## src/rtl/dtc_vote_pkg.sv

```systemverilog
// Shared types and sizing helpers for the decision-tree vote accumulator.
package dtc_vote_pkg;

    localparam int OUT_W_DEF = 18;

    typedef enum logic [1:0] {
        ACCUM = 2'd0,
        SCAN  = 2'd1,
        HOLD  = 2'd2
    } dtc_vote_state_e;

    function automatic int cls_w(input int n);
        return (n <= 1) ? 1 : $clog2(n);
    endfunction

    function automatic int cnt_w(input int window);
        return $clog2(window + 1);
    endfunction

endpackage

```

## src/rtl/dtc_vote_counter_bank.sv

```systemverilog
// Bank of per-class vote counters: parallel increment, synchronous clear,
// and one combinational indexed read port used by the argmax scan.
module dtc_vote_counter_bank
    import dtc_vote_pkg::*;
#(
    parameter int OUT_W = OUT_W_DEF,
    parameter int CNT_W = 5,
    parameter int CLS_W = cls_w(OUT_W)
) (
    input  logic             clk,
    input  logic             rst_n,
    input  logic             clr_i,
    input  logic [OUT_W-1:0] inc_i,
    input  logic [CLS_W-1:0] rd_idx_i,
    output logic [CNT_W-1:0] rd_cnt_o
);

    logic [CNT_W-1:0] cnt_q [OUT_W];

    always_ff @(posedge clk or negedge rst_n) begin
        if (!rst_n) begin
            for (int i = 0; i < OUT_W; i++) cnt_q[i] <= '0;
        end else if (clr_i) begin
            for (int i = 0; i < OUT_W; i++) cnt_q[i] <= '0;
        end else begin
            for (int i = 0; i < OUT_W; i++) begin
                if (inc_i[i]) cnt_q[i] <= cnt_q[i] + CNT_W'(1);
            end
        end
    end

    // Out-of-range indices read as zero.
    always_comb begin
        rd_cnt_o = '0;
        for (int i = 0; i < OUT_W; i++) begin
            if (rd_idx_i == CLS_W'(i)) rd_cnt_o = cnt_q[i];
        end
    end

endmodule

```

## src/rtl/dtc_vote_accumulator.sv

```systemverilog
// Accumulates per-class votes over a window of leaf vectors, then scans for the argmax.
// Build option DTC_VOTE_FLUSH_EN adds a flush input that closes a non-empty window early.
module dtc_vote_accumulator
    import dtc_vote_pkg::*;
#(
    parameter int  OUT_W  = OUT_W_DEF,
    parameter int  WINDOW = 16,
    localparam int CNT_W  = cnt_w(WINDOW),
    localparam int CLS_W  = cls_w(OUT_W)
) (
    input  logic             clk,
    input  logic             rst_n,
    input  logic             in_valid,
    output logic             in_ready,
    input  logic [OUT_W-1:0] in_vec,
`ifdef DTC_VOTE_FLUSH_EN
    input  logic             flush,
`endif
    output logic             out_valid,
    input  logic             out_ready,
    output logic [CLS_W-1:0] out_class,
    output logic [CNT_W-1:0] out_count,
    output logic             out_tie
);

    localparam int IDX_W = $clog2(OUT_W + 1);

    // A transfer happens on a rising edge where valid and ready are both high;
    // valid never depends on ready, and held data stays stable until taken.
    dtc_vote_state_e  state_q, state_d;
    logic [CNT_W-1:0] samp_q, samp_d;
    logic [IDX_W-1:0] idx_q, idx_d;
    logic [CNT_W-1:0] max_cnt_q, max_cnt_d;
    logic [CLS_W-1:0] max_cls_q, max_cls_d;
    logic             max_tie_q, max_tie_d;
    logic [CLS_W-1:0] out_class_q, out_class_d;
    logic [CNT_W-1:0] out_count_q, out_count_d;
    logic             out_tie_q, out_tie_d;

    logic             accept;
    logic             win_end;
    logic             cnt_clr;
    logic [OUT_W-1:0] cnt_inc;
    logic [CNT_W-1:0] rd_cnt;

    assign accept = in_valid & in_ready;

    dtc_vote_counter_bank #(
        .OUT_W (OUT_W),
        .CNT_W (CNT_W),
        .CLS_W (CLS_W)
    ) u_bank (
        .clk      (clk),
        .rst_n    (rst_n),
        .clr_i    (cnt_clr),
        .inc_i    (cnt_inc),
        .rd_idx_i (CLS_W'(idx_q)),
        .rd_cnt_o (rd_cnt)
    );

    always_ff @(posedge clk or negedge rst_n) begin
        if (!rst_n) begin
            state_q     <= ACCUM;
            samp_q      <= '0;
            idx_q       <= '0;
            max_cnt_q   <= '0;
            max_cls_q   <= '0;
            max_tie_q   <= 1'b0;
            out_class_q <= '0;
            out_count_q <= '0;
            out_tie_q   <= 1'b0;
        end else begin
            state_q     <= state_d;
            samp_q      <= samp_d;
            idx_q       <= idx_d;
            max_cnt_q   <= max_cnt_d;
            max_cls_q   <= max_cls_d;
            max_tie_q   <= max_tie_d;
            out_class_q <= out_class_d;
            out_count_q <= out_count_d;
            out_tie_q   <= out_tie_d;
        end
    end

    always_comb begin
        state_d     = state_q;
        samp_d      = samp_q;
        idx_d       = idx_q;
        max_cnt_d   = max_cnt_q;
        max_cls_d   = max_cls_q;
        max_tie_d   = max_tie_q;
        out_class_d = out_class_q;
        out_count_d = out_count_q;
        out_tie_d   = out_tie_q;
        win_end     = 1'b0;
        unique case (state_q)
            ACCUM: begin
                if (accept) begin
                    samp_d = samp_q + CNT_W'(1);
                    if (samp_q == CNT_W'(WINDOW - 1)) win_end = 1'b1;
                end
`ifdef DTC_VOTE_FLUSH_EN
                if (flush && (samp_q != '0 || accept)) win_end = 1'b1;
`endif
                if (win_end) begin
                    state_d = SCAN;
                    samp_d  = '0;
                    idx_d   = '0;
                end
            end
            SCAN: begin
                // Indices 0..OUT_W-1 compare one class each; index OUT_W latches the result.
                if (idx_q == IDX_W'(OUT_W)) begin
                    out_class_d = max_cls_q;
                    out_count_d = max_cnt_q;
                    out_tie_d   = max_tie_q;
                    state_d     = HOLD;
                end else begin
                    idx_d = idx_q + IDX_W'(1);
                    if (idx_q == '0) begin
                        max_cnt_d = rd_cnt;
                        max_cls_d = '0;
                        max_tie_d = 1'b0;
                    end else if (rd_cnt > max_cnt_q) begin
                        max_cnt_d = rd_cnt;
                        max_cls_d = CLS_W'(idx_q);
                        max_tie_d = 1'b0;
                    end else if (rd_cnt == max_cnt_q) begin
                        max_tie_d = 1'b1;
                    end
                end
            end
            HOLD: begin
                if (out_ready) state_d = ACCUM;
            end
            default: state_d = ACCUM;
        endcase
    end

    always_comb begin
        in_ready  = (state_q == ACCUM);
        out_valid = (state_q == HOLD);
        cnt_clr   = (state_q == HOLD) && out_ready;
        cnt_inc   = accept ? in_vec : '0;
    end

    assign out_class = out_class_q;
    assign out_count = out_count_q;
    assign out_tie   = out_tie_q;

endmodule

```

## config.mk

```make
export PLATFORM = sky130hd
export DESIGN_NAME = dtc_vote_accumulator
export DESIGN_NICKNAME = d
export VERILOG_FILES = /design/src/rtl/dtc_vote_pkg.sv /design/src/rtl/dtc_vote_counter_bank.sv /design/src/rtl/dtc_vote_accumulator.sv
export SDC_FILE = /design/constraint.sdc
export NUM_CORES = 1
export LEC_CHECK = 0
export CAP_MARGIN = 0
export CORE_MARGIN = 8
export CORE_UTILIZATION = 33
export DETAILED_ROUTE_END_ITERATION = 16
export PLACE_DENSITY = 0.45
export SYNTH_ARGS = -nofsm -noshare
export SYNTH_HDL_FRONTEND = slang
export SYNTH_SLANG_ARGS = --single-unit
```

## constraint.sdc

```tcl
create_clock -name clk -period 6.25 [get_ports clk]
set_clock_uncertainty 0.15 [all_clocks]
set_input_delay 0.625 -clock clk [delete_from_list [all_inputs] [get_ports clk]]
set_output_delay 0.625 -clock clk [all_outputs]
set_load 0.02 [all_outputs]
```

### Word level (Yosys, flattened, before mapping)

Index checks and enable logic that the tools add are counted.

| storage, ports and cells | value |
|---|---|
| register bits | 124 |
| input port bits | 22 |
| output and inout port bits | 13 |
| word-level logic and storage cells | 164 |

| operators by class | value |
|---|---|
| add/sub/neg operators | 20 |
| order comparisons | 1 |
| eq/ne operators | 26 |
| muxes and demuxes | 57 |
| bitwise operators | 2 |
| reductions and logical operators | 31 |

Operators with widths:

| cell | number |
|---|---|
| two-way mux 5 bit | 44 |
| adder 5 x 1 -> 5 bit (second input constant) | 20 |
| two-way mux 90 bit | 1 |
| == test 5 x 4 -> 1 bit (second input constant) | 9 |
| nonzero test 2 bit | 21 |
| == test 5 x 3 -> 1 bit (second input constant) | 4 |
| two-way mux 18 bit | 1 |
| == test 5 bit (second input constant) | 3 |
| AND reduction 3 bit | 4 |
| == test 5 x 2 -> 1 bit (second input constant) | 2 |
| case mux 5 bit (2 select lines) | 1 |
| two-way mux 1 bit | 6 |
| two-way mux 2 bit | 3 |
| case mux 2 bit (3 select lines) | 1 |
| == test 5 x 1 -> 1 bit (second input constant) | 1 |
| == test 5 bit | 1 |
| greater-than comparator 5 bit | 1 |
| logical NOT 5 bit | 1 |
| != test 2 x 1 -> 1 bit (second input constant) | 2 |
| != test 2 bit (second input constant) | 2 |
| AND reduction 2 bit | 2 |
| nonzero test 3 bit | 1 |
| == test 2 x 1 -> 1 bit (second input constant) | 1 |
| == test 2 bit (second input constant) | 1 |
| other kinds (4) | 4 |

### Logic depth before layout (Yosys ltp)

Gate-level depths: netlist (run 1).

| depth | value |
|---|---|
| depth after elaboration | 23 |
| gate-level depth with buffers | 20 |
| mapped depth without buffers | 15 |

### Hierarchy

From an unflattened synthesis (run 1), not the netlist that was laid out.

| second synthesis, totals | value |
|---|---|
| cell total of the unflattened synthesis | 675 |
| area, all modules | 6,910.4 um^2 |

Modules (own cells, without submodules):

| module | times used | cells each | area each (um^2) | seq. area each (um^2) |
|---|---|---|---|---|
| dtc_vote_counter_bank | 1 | 525 | 5,168.7 | 2,252.2 |
| dtc_vote_accumulator | 1 | 150 | 1,741.7 | 850.8 |

### Worst setup path before layout (run 1)

No wires, ideal clock.

| timing path | value |
|---|---|
| path kind | reg2reg |
| start | register idx_q[0] |
| end | register max_cnt_q[2] |
| data arrival time | 3.688 ns |
| setup slack | 2.288 ns |
| cell stages (with the launch flop) | 17 |
| path buffers | 5 |
| period minus slack after synthesis | 3.962 ns |
| cells stage by stage | dfrtp_1 > ha_1 > buf_4 > buf_4 > buf_2 > and3_1 > ha_1 > buf_2 > a221o_1 > a211o_1 > ha_1 > nand4_1 > o21ai_0 > o22ai_1 > a21oi_2 > buf_2 > mux2_2 |

| between the ends | value |
|---|---|
| word-level cells in the longest chain between the ends | 22 |
| elaborated cells on any way between the ends | 43 |
| those cells by class | order compare (1); eq/ne (18); mux (20); bitwise (1); reduce/logical (3) |

RTL lines:

| item | RTL line | text |
|---|---|---|
| from (decl) | dtc_vote_accumulator.sv:32 | `logic [IDX_W-1:0] idx_q, idx_d;` |
| from (signal assigned) | dtc_vote_accumulator.sv:75 | `idx_q <= idx_d;` |
| logical NOT 5 bit | dtc_vote_counter_bank.sv:36 | `if (rd_idx_i == CLS_W'(i)) rd_cnt_o = cnt_q[i];` |
| two-way mux 5 bit (17 in a row) | dtc_vote_counter_bank.sv:36 |  |
| two-way mux 5 bit * | dtc_vote_counter_bank.sv:36 |  |
| net rd_cnt[2] | dtc_vote_accumulator.sv:44 | `logic [CNT_W-1:0] rd_cnt;` |
| greater-than comparator 5 bit | dtc_vote_accumulator.sv:124 | `end else if (rd_cnt > max_cnt_q) begin` |
| nonzero test 2 bit (no source line) | - |  |
| AND reduction 3 bit (no source line) | - |  |
| to (signal assigned) | dtc_vote_accumulator.sv:76 | `max_cnt_q <= max_cnt_d;` |
| to (decl) | dtc_vote_accumulator.sv:33 | `logic [CNT_W-1:0] max_cnt_q, max_cnt_d;` |

Mark *: on every way through the listed nets, which the timed path passes. The rest lies on a longest branch. The select of a mux whose other input is x is not followed.
A chain may end at the register's enable or synchronous reset.

### Final worst setup path (run 1)

| timing path | value |
|---|---|
| start | register idx_q[1] |
| end | register max_cls_q[2] |

| between the ends | value |
|---|---|
| word-level cells in the longest chain between the ends | 22 |
| elaborated cells on any way between the ends | 42 |
| those cells by class | order compare (1); eq/ne (18); mux (19); bitwise (1); reduce/logical (3) |

RTL lines:

| item | RTL line | text |
|---|---|---|
| logical NOT 5 bit | dtc_vote_counter_bank.sv:36, dtc_vote_accumulator.sv:120 |  |
| two-way mux 5 bit (18 in a row) | dtc_vote_counter_bank.sv:36 |  |
| greater-than comparator 5 bit | dtc_vote_accumulator.sv:124 |  |
| nonzero test 2 bit (no source line) | - |  |
| AND reduction 3 bit (no source line) | - |  |
| to (signal assigned) | dtc_vote_accumulator.sv:77 | `max_cls_q <= max_cls_d;` |
| to (decl) | dtc_vote_accumulator.sv:34 | `logic [CLS_W-1:0] max_cls_q, max_cls_d;` |

Parallel ways exist; a longest one is shown, timed or not.

==> results of run 1 <==
[synthesized netlist by cell type, types with 9 or more instances]
master	n	area [µm²]
sky130_fd_sc_hd__a21oi_1	23	115
sky130_fd_sc_hd__and2_0	9	56.3
sky130_fd_sc_hd__and2_1	11	68.8
sky130_fd_sc_hd__buf_2	22	110
sky130_fd_sc_hd__clkbuf_1	24	90.1
sky130_fd_sc_hd__dfrtp_1	124	3100
sky130_fd_sc_hd__ha_1	29	363
sky130_fd_sc_hd__inv_1	22	82.6
sky130_fd_sc_hd__mux2_2	13	146
sky130_fd_sc_hd__mux2i_1	19	190
sky130_fd_sc_hd__nand2_1	55	206
sky130_fd_sc_hd__nand3_1	10	50.1
sky130_fd_sc_hd__nand4_1	42	263
sky130_fd_sc_hd__nor2_1	112	420
sky130_fd_sc_hd__nor2b_1	10	62.6
sky130_fd_sc_hd__o21ai_0	23	115
sky130_fd_sc_hd__xnor2_1	24	210
sky130_fd_sc_hd__xor2_1	52	455
[through the flow]
| stage | setup slack, ns | total power [mW] |
|---|---|---|
| floorplan | 2.29 | 2.95 |
| global placement | 1.73 | 3.39 |
| detailed placement | 1.60 | 3.46 |
| CTS | 1.58 | 4.47 |
| global route | 1.21 | 4.80 |
| finish | 1.57 | 4.42 |
[sequential cells by signal, summed over array words and instances, names as in the netlist]
register,count
max_cnt_q,5
max_tie_q,1
u_bank.cnt_q,90
state_q,2
out_count,5
out_tie,1
idx_q,5
max_cls_q,5
out_class,5
samp_q,5
[cells in the final DEF, fill, tap and decap left out, types with 3 or more instances in the layout]
cell / n
sky130_fd_sc_hd__clkinvlp_4: 5
sky130_fd_sc_hd__a31oi_1: 6
sky130_fd_sc_hd__nand3_1: 10
sky130_fd_sc_hd__a21oi_1: 23
sky130_fd_sc_hd__nor3_1: 5
sky130_fd_sc_hd__nand2_1: 55
sky130_fd_sc_hd__o211ai_1: 7
sky130_fd_sc_hd__a211o_1: 5
sky130_fd_sc_hd__clkinv_2: 4
sky130_fd_sc_hd__a221oi_1: 6
sky130_fd_sc_hd__clkdlybuf4s50_1: 33
sky130_fd_sc_hd__and2_1: 10
sky130_fd_sc_hd__buf_4: 9
sky130_fd_sc_hd__o21ai_0: 23
sky130_fd_sc_hd__and2_0: 9
sky130_fd_sc_hd__xnor2_1: 24
sky130_fd_sc_hd__o2111ai_1: 4
sky130_fd_sc_hd__nand4_1: 42
sky130_fd_sc_hd__nand2b_1: 6
sky130_fd_sc_hd__nand3b_1: 6
sky130_fd_sc_hd__nor2_1: 112
sky130_fd_sc_hd__ha_1: 29
sky130_fd_sc_hd__o22ai_1: 3
sky130_fd_sc_hd__nor3b_1: 6
sky130_fd_sc_hd__nor2b_1: 10
sky130_fd_sc_hd__mux2_2: 13
sky130_fd_sc_hd__a21o_1: 3
sky130_fd_sc_hd__clkbuf_16: 17
sky130_fd_sc_hd__mux2i_1: 19
sky130_fd_sc_hd__inv_1: 22
sky130_fd_sc_hd__dfrtp_1: 124
sky130_fd_sc_hd__xor2_1: 52
[power breakdown]
group / switching (mW) / internal [mW]
Sequential: 0.504 / 1.17
Clock: 0.376 / 0.596
Combinational: 0.971 / 0.801
[how the worst max path moves through the flow]
stage                               startpoint  slack, ns                  endpoint  depth (start not counted)
after floorplan           idx_q[0]$_DFFE_PN0P_       2.29  max_cnt_q[2]$_DFFE_PN0P_                         16
after detailed placement  idx_q[1]$_DFFE_PN0P_       1.60  max_cls_q[2]$_DFFE_PN0P_                         13
after CTS                 idx_q[1]$_DFFE_PN0P_       1.58  max_cls_q[2]$_DFFE_PN0P_                         13
after global routing      idx_q[1]$_DFFE_PN0P_       1.21  max_cnt_q[2]$_DFFE_PN0P_                         13
final                     idx_q[1]$_DFFE_PN0P_       1.57  max_cls_q[2]$_DFFE_PN0P_                         13
after global placement    idx_q[1]$_DFFE_PN0P_       1.73  max_cnt_q[4]$_DFFE_PN0P_                         13
[final cells by class]
cell class / instances / area, µm² / area share
Clock buffer: 18 / 439 / 0.0544
Clock inverter: 14 / 144 / 0.0178
Inverter: 22 / 82.6 / 0.0102
Multi-Input combinational cell: 533 / 3570 / 0.442
Sequential cell: 124 / 3100 / 0.384
Tap cell: 275 / 344 / 0.0426
Timing Repair Buffer: 42 / 398 / 0.0493
[kinds of logic (layout without fill, tap and decap cells)]
logic type,count (synthesis),in the layout
AOI/OAI and AO/OA,105,105
xor gates and xnor gates,76,76
adders and majority gates,29,29
buffers and inverters,80,96
DFF,124,124
muxes,34,34
and+or+nand+nor,289,289
[per-layer routing]
| layer | vias up | part of all wire | routed length [µm] |
|---|---|---|---|
| li1 | 2562 | - | - |
| met1 | 2609 | 0.47 | 8550 |
| met2 | 83 | 0.47 | 8480 |
| met3 | 22 | 0.035 | 623 |
| met4 | 0 | 0.021 | 373 |
| met5 | - | 0 | 0 |
==> results.ini, run 1 <==
[synth]
ys_types=63
synth.area.mux_share=0.0509
yosysWarnings=0
synthesis.instances=737
number_of_enable_flip_flop_cells_after_synthesis=0
yosys_most_used_dff=sky130_fd_sc_hd__dfrtp_1
synth_simple_gate_area_frac=0.206
synth-seq-cells=124
synth_top_family_by_area=simple AND/OR/NAND/NOR gates
synth-adder-area-share=0.0514
syn_avg_cell_area_um2=9.57
synth-compound-area-share=0.101
synth.yosys.seq_area_share=0.440
postSynth.asyncResetShare=1.00
syn-num-nets=788
synth_xor_xnor_area_share=0.0944
syn-cell-area_mm2=0.00705

[cts]
postCtsResizedCells=0
cts_buffer_depth=2
numClockSinks=124
cts_post_setup_buffers_inserted=0
htreeDepth=4
clock_tree_from_tritoncts=done
cts-root-buf=sky130_fd_sc_hd__clkbuf_16
insertion_delay_ns=0.42
clk_transition_reported_paths_ns=0.06
cts_hold_repair.buffers=0
numCtsBuffers=17

[sta]
worst-slew-pin-transition_ns=1.01
hold_viol=0
setup_violations=0
post-route-period-util=0.749
finalCriticalPeriod_ns=4.68
fmaxAchievable_mhz=214
timing.setup.tns_ns=0
finalMaxSlewViolations=0
max_slew_margin=0.327
hold_worst_slack_ns=0.0922
rsz0062_at_grt=no

[power]
max-vdd-ir-drop_mv=0.215
powerDensity_mw_per_mm2=547
power_leakage_nw=3.39

[worst_setup_path]
worstSetupPathType=flop to flop
worstRegToRegCells=13
crit_start_category=flop
crit_path_top_delay_cell=sky130_fd_sc_hd__ha_1
cp_data_required_time_ns=6.40
r2r_end=max_cls_q[2]$_DFFE_PN0P_
reg2reg_slack_ns=1.57
timing.critical_path.fanout_max=26
worst-endpoint-arrival_ns=4.83
path_delay_family=compound AO/OA/AOI/OAI gates
critical_path.reg2reg.startpoint=idx_q[1]$_DFFE_PN0P_
cpPeakStageDelay_ns=0.60
cp_cell_sequence=inv_1, ha_1, buf_4, nand4bb_1, o221ai_1, a211o_1, a31oi_1, nor3_1, ha_1, inv_1, o22ai_1, a21oi_2, mux2_2
critPathBufInv=3
setup.worst_path.end_class=flop

[global_routing]
grt.met3_usage=0.0352
globalRouteTotalUtil=0.146
first_pass_grt_wire_length_um=30300
grt_antenna_before_repair=0
number_of_global_route_vias_before_repair=5393
grt_util_met1=0.188
top_usage_layer_grt=met2
grt_overflow_total=0
met2_track_utilization_from_global_routing=0.232
grt_start_max_net_pins=91

[cells_and_area]
layout-area-overhead-vs-synth_pct=14.5
nets=791
antenna-diode-count=0
post-route-cell-area_mm2=0.00808
post_route_cells_drive_above_1_share=0.0863
finish.utilization=0.384
nFillCells=2054
post_layout_nonfiller_instances=1028

[floorplanning]
die_w_um=162
coreArea_mm2=0.0210
floorplan.rows=53
initial_utilization=0.336
floorplan.die.height_um=162
die_area_mm2=0.0263
number_of_top_level_pins=35

[placed_design]
number_of_input_and_output_port_buffers_inserted=34
dp.cells=996
placed_area_mm2=0.00749
hpwlAfterDp_um=12700
final_estimated_routing_congestion_in_global_placement=0.806

[detailed_routing]
totalWireLength_um=18000
drt_pre_antenna_iters=4
detailedRoute.firstIterationViolations=386
routed_wire_length_per_instance_um=17.5
detailroute.via_count=5276
remaining_drc_errors=0
drt.antenna.violating_nets=0
ratio_of_routed_vias_to_standard_cells=5.13

[run]
cap_viol_max_count=0

[hold_path]
worstHoldPathType=primary input to async pin

[run_status]
status=finished, final reports clean

Note: power is estimated with default switching activity, not from simulation.
==> run 2: changes to the inputs <==
==> constraint.sdc (replaced) <==
create_clock -name clk -period 4.4 [get_ports clk]
set_clock_uncertainty 0.15 [all_clocks]
set_input_delay 0.44 -clock clk [delete_from_list [all_inputs] [get_ports clk]]
set_output_delay 0.44 -clock clk [all_outputs]
set_load 0.02 [all_outputs]
==> results.ini, run 2 (synthesis results as in run 1) <==
[worst_setup_path]
worst-endpoint-arrival_ns=4.18  ; -0.65 ns
crit_start_category=flop
setup.worst_path.end_class=flop
r2r_end=max_cnt_q[4]$_DFFE_PN0P_
reg2reg_slack_ns=0.37  ; -1.20 ns
critical_path.reg2reg.startpoint=idx_q[0]$_DFFE_PN0P_
cp_data_required_time_ns=4.55  ; -1.85 ns
timing.critical_path.fanout_max=14  ; -46%
worstSetupPathType=flop to flop
worstRegToRegCells=14  ; +1

[sta]
setup_violations=0  ; unchanged
hold_viol=0  ; unchanged
fmaxAchievable_mhz=248  ; +16%
post-route-period-util=0.916  ; +0.167
finalMaxSlewViolations=0  ; unchanged
worst-slew-pin-transition_ns=0.989  ; -0.0203 ns
hold_worst_slack_ns=0.328  ; +0.236 ns
finalCriticalPeriod_ns=4.03  ; -0.651 ns
timing.final.ws_setup_ns=0.371  ; -1.20 ns
max_slew_margin=0.340  ; +0.0135
rsz0062_at_grt=no
timing.setup.tns_ns=0  ; unchanged

[cts]
clk_transition_reported_paths_ns=0.06  ; about the same
numClockSinks=124  ; unchanged
htreeDepth=4  ; unchanged
cts_buffer_depth=2  ; unchanged
clock_tree_from_tritoncts=done
insertion_delay_ns=0.41  ; about the same
cts_post_setup_buffers_inserted=0  ; unchanged
cts-root-buf=sky130_fd_sc_hd__clkbuf_16
numCtsBuffers=17  ; unchanged

[global_routing]
grt_overflow_total=0  ; unchanged
grt_antenna_before_repair=0  ; unchanged
grt_start_max_net_pins=91  ; unchanged
globalRouteTotalUtil=0.142  ; -0.00394
first_pass_grt_wire_length_um=29500  ; -2.5%
number_of_global_route_vias_before_repair=5364  ; -0.54%

[power]
switching_share=0.401  ; -0.0181
power_leakage_nw=3.49  ; +3.0%
comb_power_share=0.410  ; +0.009
powerDensity_mw_per_mm2=797  ; +46%
fin_total_pwr_mw=6.58  ; +49%
part_of_the_power_in_registers=0.351  ; -0.028
power.switching_mw=2.64  ; +43%
power.internal_mw=3.94  ; +54%
pwr-share-clk=0.240  ; +0.020
max-vdd-ir-drop_mv=0.254  ; +18%

[cells_and_area]
post-route-cell-area_mm2=0.00826  ; +2.3%
post_route_cells_drive_above_1_share=0.101  ; +0.0145
layout-area-overhead-vs-synth_pct=17.1
mostFrequentLayoutCells=sky130_fd_sc_hd__dfrtp_1 (124), sky130_fd_sc_hd__nor2_1 (112), sky130_fd_sc_hd__nand2_1 (55), sky130_fd_sc_hd__xor2_1 (52), sky130_fd_sc_hd__nand4_1 (42)
largest-register=u_bank.cnt_q
post_layout_nonfiller_instances=1039  ; +1.1%
most_common_cell_after_layout_fill_and_taps_aside=sky130_fd_sc_hd__dfrtp_1
nets=802  ; +1.4%
antenna-diode-count=0  ; unchanged
finish.utilization=0.393  ; +0.00875
largest_register_ff_count=90  ; unchanged

[run]
cap_viol_max_count=0  ; unchanged

[placed_design]
number_of_input_and_output_port_buffers_inserted=34  ; unchanged
final_estimated_routing_congestion_in_global_placement=0.836  ; +3.8%
dp.cells=1006  ; +1.0%
pre_cts_slack_ns=0.354  ; -1.25 ns
placed_area_mm2=0.00758  ; +1.2%
hpwlAfterDp_um=12800  ; +0.14%

[detailed_routing]
ratio_of_routed_vias_to_standard_cells=5.09  ; -0.87%
totalWireLength_um=17800  ; -1.4%
detailedRoute.firstIterationViolations=242  ; -37%
drt.antenna.violating_nets=0  ; unchanged
drt_pre_antenna_iters=5  ; +1
detailroute.via_count=5286  ; +0.19%
routed_wire_length_per_instance_um=17.1  ; -2.5%
remaining_drc_errors=0  ; unchanged

[hold_path]
worst_hold_path.endpoint=out_count[1]$_DFFE_PN0P_
worstHoldPathType=flop to flop
worstHoldStart=out_count[1]$_DFFE_PN0P_
holdPathStages=2

[floorplanning]
floorplan.die.height_um=162  ; unchanged
coreArea_mm2=0.0210  ; unchanged
die_area_mm2=0.0263  ; unchanged
die_w_um=162  ; unchanged
floorplan.rows=53  ; unchanged
number_of_top_level_pins=35  ; unchanged
initial_utilization=0.336  ; unchanged

[run_status]
status=finished, final reports clean

-- run 2: changes by cell type in the layout (fill, tap and decap cells not counted), moves of 2 or more --
cell                         change
sky130_fd_sc_hd__ha_1            -3
sky130_fd_sc_hd__bufinv_16       +4
sky130_fd_sc_hd__clkbuf_1        +2
sky130_fd_sc_hd__inv_6           -2
sky130_fd_sc_hd__ha_2            +3
sky130_fd_sc_hd__buf_4           +9
sky130_fd_sc_hd__clkinvlp_4      -4
-- run 2: how the worst max path moves through the flow --
stage               cells after the start                  endpoint            startpoint  slack, ns
floorplan                              16  max_cnt_q[2]$_DFFE_PN0P_  idx_q[0]$_DFFE_PN0P_       0.44
global route                           14  max_cls_q[3]$_DFFE_PN0P_  idx_q[0]$_DFFE_PN0P_       0.12
detailed placement                     15  max_cnt_q[4]$_DFFE_PN0P_  idx_q[0]$_DFFE_PN0P_       0.35
CTS                                    15  max_cnt_q[4]$_DFFE_PN0P_  idx_q[1]$_DFFE_PN0P_       0.24
global placement                       15  max_cnt_q[4]$_DFFE_PN0P_  idx_q[0]$_DFFE_PN0P_       0.40
finish                                 14  max_cnt_q[4]$_DFFE_PN0P_  idx_q[0]$_DFFE_PN0P_       0.37
-- run 2: timing repair --
| action | CTS | global route |
|---|---|---|
| endpoints found under the hold margin | 41 | 0 |
| setup endpoints to repair | 0 | 7 |
| hold buffers | 1 | 0 |
| resized for setup | 0 | 4 |
-- run 2: power by group through the flow --
stage               registers, mW  clock network (mW)  logic (mW)
global route                 2.39                1.68        3.04
detailed placement           2.33                   0        2.66
finish                       2.31                1.58        2.70
global placement             2.32                   0        2.60
floorplan                    2.06                   0        2.12
CTS                          2.32                1.61        2.70
-- run 2: worst max-delay path, cell delays in order, from the launching register on --
cell	delay, ns
sky130_fd_sc_hd__dfrtp_1	0.45
sky130_fd_sc_hd__inv_1	0.10
sky130_fd_sc_hd__ha_2	0.28
sky130_fd_sc_hd__or2_2	0.32
sky130_fd_sc_hd__o311ai_1	0.27
sky130_fd_sc_hd__o2111ai_1	0.18
sky130_fd_sc_hd__a2111oi_0	0.58
sky130_fd_sc_hd__a211o_1	0.21
sky130_fd_sc_hd__ha_1	0.15
sky130_fd_sc_hd__nand4_1	0.16
sky130_fd_sc_hd__o21ai_0	0.21
sky130_fd_sc_hd__o22ai_1	0.14
sky130_fd_sc_hd__a21oi_2	0.18
sky130_fd_sc_hd__buf_4	0.18
sky130_fd_sc_hd__mux2_2	0.34
-- run 2: layer usage --
layer / vias to the layer above / share of wire / GRT usage
met5: - / 0 / 0
met4: 0 / 0.026 / 0.0556
met3: 29 / 0.042 / 0.0362
met2: 107 / 0.46 / 0.224
met1: 2569 / 0.47 / 0.182
li1: 2581 / - / -
-- run 2: cell type report --
cell class,count,area [µm²]
multi-input cells,533,3580
clock buffers,19,433
clock inverters,13,221
flip-flops and latches,124,3100
fillers,2053,12800
inverters,22,82.6
well taps,275,344
repair buffers,53,495
